## src/rtl/reg2ahb_master_if.sv

```systemverilog
// Register-side request/response handshake plus AHB-Lite master bus, bundled for reg2ahb_master.
// The master modport is the bridge's view; the slave modport is the view of whatever surrounds it.
interface reg2ahb_master_if #(
    parameter int AW = 32,
    parameter int DW = 32,
    parameter int WW = 4
) ();
    // register-side initiator
    logic          mreq;
    logic          mwrite;
    logic [AW-1:0] maddr;
    logic [WW-1:0] mstrb;
    logic [DW-1:0] mdata;
    logic          mready;
    logic          svalid;
    logic [DW-1:0] sdata;
    logic          sresp;

    // AHB-Lite
    logic [1:0]    htrans;
    logic [AW-1:0] haddr;
    logic          hwrite;
    logic [2:0]    hsize;
    logic [2:0]    hburst;
    logic [3:0]    hprot;
    logic [DW-1:0] hwdata;
    logic [DW-1:0] hrdata;
    logic          hready;
    logic          hresp;

    modport master (
        input  mreq, mwrite, maddr, mstrb, mdata,
        output mready, svalid, sdata, sresp,
        output htrans, haddr, hwrite, hsize, hburst, hprot, hwdata,
        input  hrdata, hready, hresp
    );

    modport slave (
        output mreq, mwrite, maddr, mstrb, mdata,
        input  mready, svalid, sdata, sresp,
        input  htrans, haddr, hwrite, hsize, hburst, hprot, hwdata,
        output hrdata, hready, hresp
    );
endinterface

```

## src/rtl/reg2ahb_master.sv

```systemverilog
// Bridges single register-style requests onto AHB-Lite SINGLE transfers, one outstanding at a time.
// Byte strobes are translated into hsize plus the low byte-address bits.
module reg2ahb_master #(
    parameter int AW = 32,
    parameter int DW = 32,
    parameter int WW = 4
) (
    input  logic                  hclk,
    input  logic                  hreset,
    reg2ahb_master_if.master      bus
);
    localparam logic [1:0] HTRANS_IDLE   = 2'b00;
    localparam logic [1:0] HTRANS_NONSEQ = 2'b10;

    typedef enum logic [1:0] {
        IDLE = 2'b00,
        ADDR = 2'b01,
        DATA = 2'b10,
        LERR = 2'b11
    } state_t;

    state_t        state_reg;
    logic          mready_reg;
    logic          svalid_reg;
    logic [DW-1:0] sdata_reg;
    logic          sresp_reg;
    logic [1:0]    htrans_reg;
    logic [AW-1:0] haddr_reg;
    logic          hwrite_reg;
    logic [2:0]    hsize_reg;
    logic [DW-1:0] hwdata_reg;
    logic [DW-1:0] wdata_reg;
    logic          wr_reg;

    logic          dec_ok;
    logic [2:0]    dec_size;
    logic [1:0]    dec_off;
    logic [DW-1:0] hwdata_next;
    logic          unused_addr_bits;

    // Only naturally aligned byte, halfword and word lane patterns map to an AHB size.
    always_comb begin
        dec_ok   = 1'b1;
        dec_size = 3'b000;
        dec_off  = 2'b00;
        case (bus.mstrb)
            4'b0001: begin dec_size = 3'b000; dec_off = 2'b00; end
            4'b0010: begin dec_size = 3'b000; dec_off = 2'b01; end
            4'b0100: begin dec_size = 3'b000; dec_off = 2'b10; end
            4'b1000: begin dec_size = 3'b000; dec_off = 2'b11; end
            4'b0011: begin dec_size = 3'b001; dec_off = 2'b00; end
            4'b1100: begin dec_size = 3'b001; dec_off = 2'b10; end
            4'b1111: begin dec_size = 3'b010; dec_off = 2'b00; end
            default: dec_ok = 1'b0;
        endcase
    end

    // Writes drive the whole captured word on every lane; reads drive zero.
    generate
        for (genvar gi = 0; gi < WW; gi++) begin : g_wlane
            assign hwdata_next[gi*8 +: 8] = wr_reg ? wdata_reg[gi*8 +: 8] : 8'h00;
        end
    endgenerate

    assign unused_addr_bits = ^bus.maddr[1:0];

    always_ff @(posedge hclk) begin
        if (hreset) begin
            state_reg  <= IDLE;
            mready_reg <= 1'b1;
            svalid_reg <= 1'b0;
            sdata_reg  <= '0;
            sresp_reg  <= 1'b0;
            htrans_reg <= HTRANS_IDLE;
            haddr_reg  <= '0;
            hwrite_reg <= 1'b0;
            hsize_reg  <= 3'b000;
            hwdata_reg <= '0;
            wdata_reg  <= '0;
            wr_reg     <= 1'b0;
        end else begin
            svalid_reg <= 1'b0;
            case (state_reg)
                IDLE: begin
                    if (bus.mreq) begin
                        mready_reg <= 1'b0;
                        wr_reg     <= bus.mwrite;
                        wdata_reg  <= bus.mdata;
                        if (dec_ok) begin
                            state_reg  <= ADDR;
                            htrans_reg <= HTRANS_NONSEQ;
                            haddr_reg  <= {bus.maddr[AW-1:2], dec_off};
                            hwrite_reg <= bus.mwrite;
                            hsize_reg  <= dec_size;
                        end else begin
                            state_reg <= LERR;
                        end
                    end
                end
                ADDR: begin
                    if (bus.hready) begin
                        state_reg  <= DATA;
                        htrans_reg <= HTRANS_IDLE;
                        hwdata_reg <= hwdata_next;
                    end
                end
                DATA: begin
                    // A two-cycle error response simply waits here until hready rises.
                    if (bus.hready) begin
                        state_reg  <= IDLE;
                        mready_reg <= 1'b1;
                        svalid_reg <= 1'b1;
                        sresp_reg  <= bus.hresp;
                        sdata_reg  <= wr_reg ? '0 : bus.hrdata;
                    end
                end
                LERR: begin
                    state_reg  <= IDLE;
                    mready_reg <= 1'b1;
                    svalid_reg <= 1'b1;
                    sresp_reg  <= 1'b1;
                    sdata_reg  <= '0;
                end
                default: state_reg <= IDLE;
            endcase
        end
    end

    assign bus.mready = mready_reg;
    assign bus.svalid = svalid_reg;
    assign bus.sdata  = sdata_reg;
    assign bus.sresp  = sresp_reg;
    assign bus.htrans = htrans_reg;
    assign bus.haddr  = haddr_reg;
    assign bus.hwrite = hwrite_reg;
    assign bus.hsize  = hsize_reg;
    assign bus.hburst = 3'b000;
    assign bus.hprot  = 4'b0011;
    assign bus.hwdata = hwdata_reg;
endmodule

```

## src/flat_wrapper.sv

```systemverilog
// flat-port wrapper written by rule: the top's interface ports become plain ports
module reg2ahb_master_flat 
#(
    parameter int AW = 32,
    parameter int DW = 32,
    parameter int WW = 4
)
  (hclk, hreset, bus_mreq, bus_mwrite, bus_maddr, bus_mstrb, bus_mdata, bus_mready, bus_svalid, bus_sdata, bus_sresp, bus_htrans, bus_haddr, bus_hwrite, bus_hsize, bus_hburst, bus_hprot, bus_hwdata, bus_hrdata, bus_hready, bus_hresp);
  reg2ahb_master_if #(.AW(AW), .DW(DW), .WW(WW)) bus_i ();
  input  logic hclk;
  input  logic hreset;
  input wire logic [$bits(bus_i.mreq)-1:0] bus_mreq;
  input wire logic [$bits(bus_i.mwrite)-1:0] bus_mwrite;
  input wire logic [$bits(bus_i.maddr)-1:0] bus_maddr;
  input wire logic [$bits(bus_i.mstrb)-1:0] bus_mstrb;
  input wire logic [$bits(bus_i.mdata)-1:0] bus_mdata;
  output wire logic [$bits(bus_i.mready)-1:0] bus_mready;
  output wire logic [$bits(bus_i.svalid)-1:0] bus_svalid;
  output wire logic [$bits(bus_i.sdata)-1:0] bus_sdata;
  output wire logic [$bits(bus_i.sresp)-1:0] bus_sresp;
  output wire logic [$bits(bus_i.htrans)-1:0] bus_htrans;
  output wire logic [$bits(bus_i.haddr)-1:0] bus_haddr;
  output wire logic [$bits(bus_i.hwrite)-1:0] bus_hwrite;
  output wire logic [$bits(bus_i.hsize)-1:0] bus_hsize;
  output wire logic [$bits(bus_i.hburst)-1:0] bus_hburst;
  output wire logic [$bits(bus_i.hprot)-1:0] bus_hprot;
  output wire logic [$bits(bus_i.hwdata)-1:0] bus_hwdata;
  input wire logic [$bits(bus_i.hrdata)-1:0] bus_hrdata;
  input wire logic [$bits(bus_i.hready)-1:0] bus_hready;
  input wire logic [$bits(bus_i.hresp)-1:0] bus_hresp;
  assign bus_i.mreq = bus_mreq;
  assign bus_i.mwrite = bus_mwrite;
  assign bus_i.maddr = bus_maddr;
  assign bus_i.mstrb = bus_mstrb;
  assign bus_i.mdata = bus_mdata;
  assign bus_mready = bus_i.mready;
  assign bus_svalid = bus_i.svalid;
  assign bus_sdata = bus_i.sdata;
  assign bus_sresp = bus_i.sresp;
  assign bus_htrans = bus_i.htrans;
  assign bus_haddr = bus_i.haddr;
  assign bus_hwrite = bus_i.hwrite;
  assign bus_hsize = bus_i.hsize;
  assign bus_hburst = bus_i.hburst;
  assign bus_hprot = bus_i.hprot;
  assign bus_hwdata = bus_i.hwdata;
  assign bus_i.hrdata = bus_hrdata;
  assign bus_i.hready = bus_hready;
  assign bus_i.hresp = bus_hresp;
  reg2ahb_master #(.AW(AW), .DW(DW), .WW(WW)) u_core (.hclk(hclk), .hreset(hreset), .bus(bus_i));
endmodule
```

## config.mk

```make
export PLATFORM = sky130hd
export DESIGN_NAME = reg2ahb_master_flat
export DESIGN_NICKNAME = d
export VERILOG_FILES = /design/src/rtl/reg2ahb_master_if.sv /design/src/rtl/reg2ahb_master.sv /design/src/flat_wrapper.sv
export SDC_FILE = /design/constraint.sdc
export NUM_CORES = 1
export LEC_CHECK = 0
export CAP_MARGIN = 0
export CORE_ASPECT_RATIO = 0.8
export CORE_MARGIN = 1.5
export CORE_UTILIZATION = 42
export DETAILED_ROUTE_END_ITERATION = 6
export PLACE_DENSITY = 0.77
export RECOVER_POWER = 100
export SLEW_MARGIN = 10
export SYNTH_ARGS = -nofsm -noshare
export SYNTH_HDL_FRONTEND = slang
export SYNTH_SLANG_ARGS = --single-unit
```

## constraint.sdc

```tcl
create_clock -name hclk -period 1.8 [get_ports hclk]
set_input_delay 0.36 -clock hclk [delete_from_list [all_inputs] [get_ports hclk]]
set_output_delay 0.36 -clock hclk [all_outputs]
set_load 0.05 [all_outputs]
```

==> Yosys cells after proc, flatten, opt, wreduce, memory -nomap -nowiden <==
Index checks and enable logic that the tools add are counted.
{ "totals": {"reg_bits": 140, "input_bits": 106, "output_inout_bits": 112, "elab_cells": 65} }
{ "op_classes": {"n_eq_ne": 14, "muxes": 25, "reduce_logical": 14} }
{ "op_table": {"columns": ["operator", "n"], "rows": [
  ["$mux 32", 2],
  ["$pmux 32 s2", 1],
  ["$mux 8", 4],
  ["$eq 4x4->1 const B", 3],
  ["$mux 2", 6],
  ["$reduce_and 3->1", 3],
  ["$eq 4x2->1 const B", 2],
  ["$pmux 2 s2", 2],
  ["$pmux 2 s4", 1],
  ["$reduce_or 7->1", 1],
  ["$ne 2x2->1 const B", 3],
  ["$pmux 2 s3", 1],
  ["$reduce_and 2->1", 3],
  ["$mux 1", 5],
  ["$eq 2x2->1 const B", 2],
  ["$eq 4x1->1 const B", 1],
  ["$eq 4x3->1 const B", 1],
  ["$pmux 1 s2", 2],
  ["$reduce_and 4->1", 1],
  ["$reduce_bool 2->1", 2],
  ["$reduce_or 2->1", 2],
  ["$pmux 1 s3", 1],
  ["$reduce_bool 3->1", 1],
  ["$eq 2x1->1 const B", 1],
  ["other kinds (2)", 2]
]} }

==> Longest topological paths before layout <==
Gate-level depths: netlist of the first run.
{ "logic_depth": {"depth_word": 6, "depth_mapped": 7} }

==> Worst setup path before layout of the first run <==
No wires, ideal clock.
{ "synth_timing": {"path_type": "register to register", "start": "reg u_core.state_reg[0]", "end": "reg u_core.haddr_reg[0] (netlist: u_core.bus.haddr[0])", "arrival_time_ns": 1.483, "required_time_ns": 1.727, "setup_slack_ns": 0.244, "stages_incl_launch_ff": 7, "path_buffers": 2, "period_less_slack_ns": 1.556, "path_cell_list": "dfxtp_1 > buf_6 > nand2b_4 > or2_0 > buf_6 > or4_4 > o22ai_2"} }
{ "synth_between": {"elab_chain_cells": 2} }
{ "synth_rtl": {"columns": ["item", "line", "rtl"], "rows": [
  ["from (decl)", "reg2ahb_master.sv:22", "state_t state_reg;"],
  ["from (signal assigned)", "reg2ahb_master.sv:69", "state_reg <= IDLE;"],
  ["from (signal assigned)", "reg2ahb_master.sv:90", "state_reg <= ADDR;"],
  ["from (signal assigned)", "reg2ahb_master.sv:96", "state_reg <= LERR;"],
  ["$logic_not 2->1", "reg2ahb_master.sv:83", "case (state_reg)"],
  ["$reduce_and 3->1 (no source line)", null, null],
  ["to (signal assigned)", "reg2ahb_master.sv:92", "haddr_reg <= {bus.maddr[AW-1:2], dec_off};"],
  ["to (decl)", "reg2ahb_master.sv:28", "logic [AW-1:0] haddr_reg;"]
]} }
Every way passes these cells.
A chain may end at the register's enable or synchronous reset.

==> Worst setup path after layout of the first run <==
{ "layout_timing": {"start": "in bus_mstrb[3]", "end": "reg u_core.haddr_reg[3] (netlist: u_core.bus.haddr[3])"} }
{ "layout_between": {"elab_chain_cells": 4} }
{ "layout_rtl": {"columns": ["item", "line", "rtl"], "rows": [
  ["from (decl)", "flat_wrapper.sv:15", "input wire logic [$bits(bus_i.mstrb)-1:0] bus_mstrb;"],
  ["$eq 4x1->1 (tied with other cells)", "reg2ahb_master.sv:46", "case (bus.mstrb)"],
  ["$reduce_or 7->1 (no source line) (*)", null, null],
  ["$mux 1 (*)", "reg2ahb_master.sv:46", null],
  ["$reduce_and 3->1 (no source line) (*)", null, null]
]} }
Mark *: on every way between the ends. The rest lies on a longest branch, timed or not.

==> flow_summary.json, run 1 <==
{
  "outcome": "finished with violations",
  "failed_checks": "DRC",
  "hold_violations": 0,
  "clk_latency_ps": 410,
  "clockRootBuffer": "clkbuf_16",
  "drt-pass1-iter-count": 7,
  "ys.flop_type": "dfxtp_1",
  "min_path_type": "in2reg",
  "final_common_cell": "nand2_1",
  "whs_ps": 263.3,
  "r2r_slack_ps": 220,
  "die_y_um": 101.9,
  "period_share": 0.9256,
  "finalSetupViolCount": 0,
  "yosys_warnings": 0,
  "clkSinkCount": 138,
  "grt_usage": 0.2203,
  "synth_edf_count": 0,
  "pre_cts_slack_ps": -256.7,
  "via_per_inst": 5.042,
  "synth.avg_cell_area_um2": 8.609,
  "final_cells": 963,
  "min_to": "u_core.state_reg[0]$_SDFFE_PP0P_",
  "report.final.slew_viol_count": 0,
  "ys_types": 40,
  "avgRoutedWirePerCell_um": 14.70,
  "synth-seq-area-share": 0.5384,
  "synth_top_family_by_area": "simple AND/OR/NAND/NOR gates",
  "io-pin-count": 218,
  "rsz0062_at_grt": "no",
  "skew_ps": 10.28,
  "reg2reg_from": "u_core.state_reg[0]$_SDFFE_PP0P_",
  "antenna_found_initial": 0,
  "crit_required_ps": 2140,
  "fmax_mhz": 600.2,
  "startpoint_type": "input port",
  "dieArea_mm2": 0.01289,
  "ir_drop_mv": 0.5823,
  "synth-seq-cells": 138,
  "synth_top_cell_by_area": "dfxtp_1",
  "clock_path_buffers": 2,
  "worst_slack_ps": 133.9,
  "holdPathStages": 2,
  "worst_pin_slew_ps": 650.0,
  "synth_adder_area_share": 0,
  "synth_cells": 596,
  "antenna_left": 0,
  "synth.area.mux_share": 0.06462,
  "cts_buffers": 17,
  "async_flop_share": 0,
  "clk_pin_slew_ps": 60,
  "relSlewSlack": 0.5685,
  "max-cap-violations": 0,
  "fin_crit_ps": 1666,
  "worstSetupPathType": "in2reg",
  "die_x_um": 126.6,
  "synth_compound_area_frac": 0.1346,
  "dpl.cell_count": 931,
  "core_area_mm2": 0.01169,
  "cts_resized": 0,
  "rows": 35,
  "ys_top_cells_by_area": "dfxtp_1, nand2_1, a21oi_1, mux2i_1, a22oi_1",
  "final_cell_mix": "nand2_1, dfxtp_1, clkdlybuf4s50_1, clkbuf_1, a21oi_1",
  "gr-total-overflow": 0,
  "r2r_end": "u_core.bus.haddr[3]$_SDFFE_PP0P_",
  "n_antenna_cell": 0,
  "reg2reg_depth": 5,
  "cts_setup_buffers": 0,
  "grt_pass1_vias": 4724,
  "fin_nets": 908,
  "dp_hpwl_mm": 9.565,
  "cp_data_arrival_time_ps": 2000,
  "htree_num_levels": 4,
  "power_leakage_nw": 2.743,
  "yosys.area_share.simple": 0.2012,
  "grt_first_pass_wirelength_mm": 22.83,
  "end_kind": "register",
  "portBuffers": 206,
  "num-fill-cells": 1042,
  "routed_wl_mm": 14.16,
  "areaGrowthSynthToFinish_pct": 44.67,
  "drtIter0Drc": 281,
  "cts_tree": "done",
  "drive_gt1_frac": 0.09325,
  "gp_congestion": 0.7627,
  "cp_max_fo": 19,
  "hp-start": "hreset",
  "synth-xor-area-share": 0.001707,
  "netlist_area_mm2": 0.005131,
  "vias": 4855,
  "hold_buffers": 0,
  "drc": 1,
  "power_per_cell_area_mw_per_mm2": 1114,
  "initial_core_util": 0.4388,
  "yosysTopAreaCellShare": 0.5384,
  "grt_max_degree": 66
}
[cell usage after synthesis (2+ instances only)]
cell type / count
nand2_1: 166
dfxtp_1: 138
a21oi_1: 67
clkbuf_1: 39
nor2_1: 36
a22oi_1: 32
mux2i_1: 32
nand3_1: 32
buf_4: 9
buf_6: 5
nor3_1: 5
buf_2: 4
o21ai_0: 3
conb_1: 2
[through the flow]
step           area (µm²)  setup TNS [ps]  total power [mW]  utilization
2_1_floorplan        5157               0             4.110            -
3_3_place_gp         7201           -7923             4.628       0.6158
3_5_place_dp         7201           -9790             4.656       0.6158
4_1_cts              7841               0             8.404       0.6706
5_1_grt              7423               0             8.550       0.6349
6_report             7423               0             8.273       0.6349
[critical path, cell delays in order]
cell and delay (ps):
clkdlybuf4s50_1 450, or2_0 280, mux2i_1 190, a21oi_4 260, buf_12 220, mux2i_1 220
[final cells by class]
| cell class | count | area (µm²) | area share |
|---|---|---|---|
| repair buffers | 237 | 1730 | 0.2331 |
| flip-flops and latches | 138 | 2763 | 0.3722 |
| inverters | 2 | 7.507 | 0.001011 |
| clock buffers | 19 | 452.9 | 0.06101 |
| multi-input cells | 406 | 2097 | 0.2825 |
| clock inverters | 13 | 187.7 | 0.02528 |
| well taps | 148 | 185.2 | 0.02495 |
[layer usage]
| metal | vias to the layer above | wire (µm) | GRT usage |
|---|---|---|---|
| met5 | - | 0 | 0 |
| met4 | 0 | 151 | 0.06366 |
| met3 | 19 | 1203 | 0.07749 |
| met2 | 211 | 6675 | 0.3770 |
| met1 | 2235 | 6126 | 0.2652 |
| li1 | 2390 | - | - |
[worst max-delay path by stage]
stage                                     startpoint                           endpoint  slack [ps]  depth (start not counted)
global placement                        bus_mstrb[3]   u_core.bus.haddr[7]$_SDFFE_PP0P_        -200                          6
floorplan           u_core.state_reg[0]$_SDFFE_PP0P_   u_core.bus.haddr[0]$_SDFFE_PP0P_         240                          6
global route                            bus_mstrb[2]   u_core.bus.haddr[1]$_SDFFE_PP0P_          30                          6
detailed placement                      bus_mstrb[3]  u_core.bus.haddr[14]$_SDFFE_PP0P_        -260                          6
CTS                                     bus_mstrb[2]   u_core.bus.haddr[8]$_SDFFE_PP0P_         140                          6
finish                                  bus_mstrb[3]   u_core.bus.haddr[3]$_SDFFE_PP0P_         130                          6
[report_power, final]
group	switching, mW	internal, mW
sequential	0.0752	3.20
combinational	0.771	0.462
clock	1.36	2.41
total	2.20	6.07
[cells by family (layout without fill, tap and decap cells)]
logic type                count (synthesis)  in the layout
AOI/OAI and AO/OA                       113            113
muxes                                    33             33
xor gates and xnor gates                  1              1
DFF                                     138            138
and+or+nand+nor                         250            250
other                                     2              9
buffers and inverters                    59            271
No activity file was read; power rests on OpenSTA's default activity.
==> run 2, diff against run 1 <==
- SLEW_MARGIN: 10 -> default
==> results of run 2 <==
No change in the layout: final DEF, timing and power equal those of run 1.
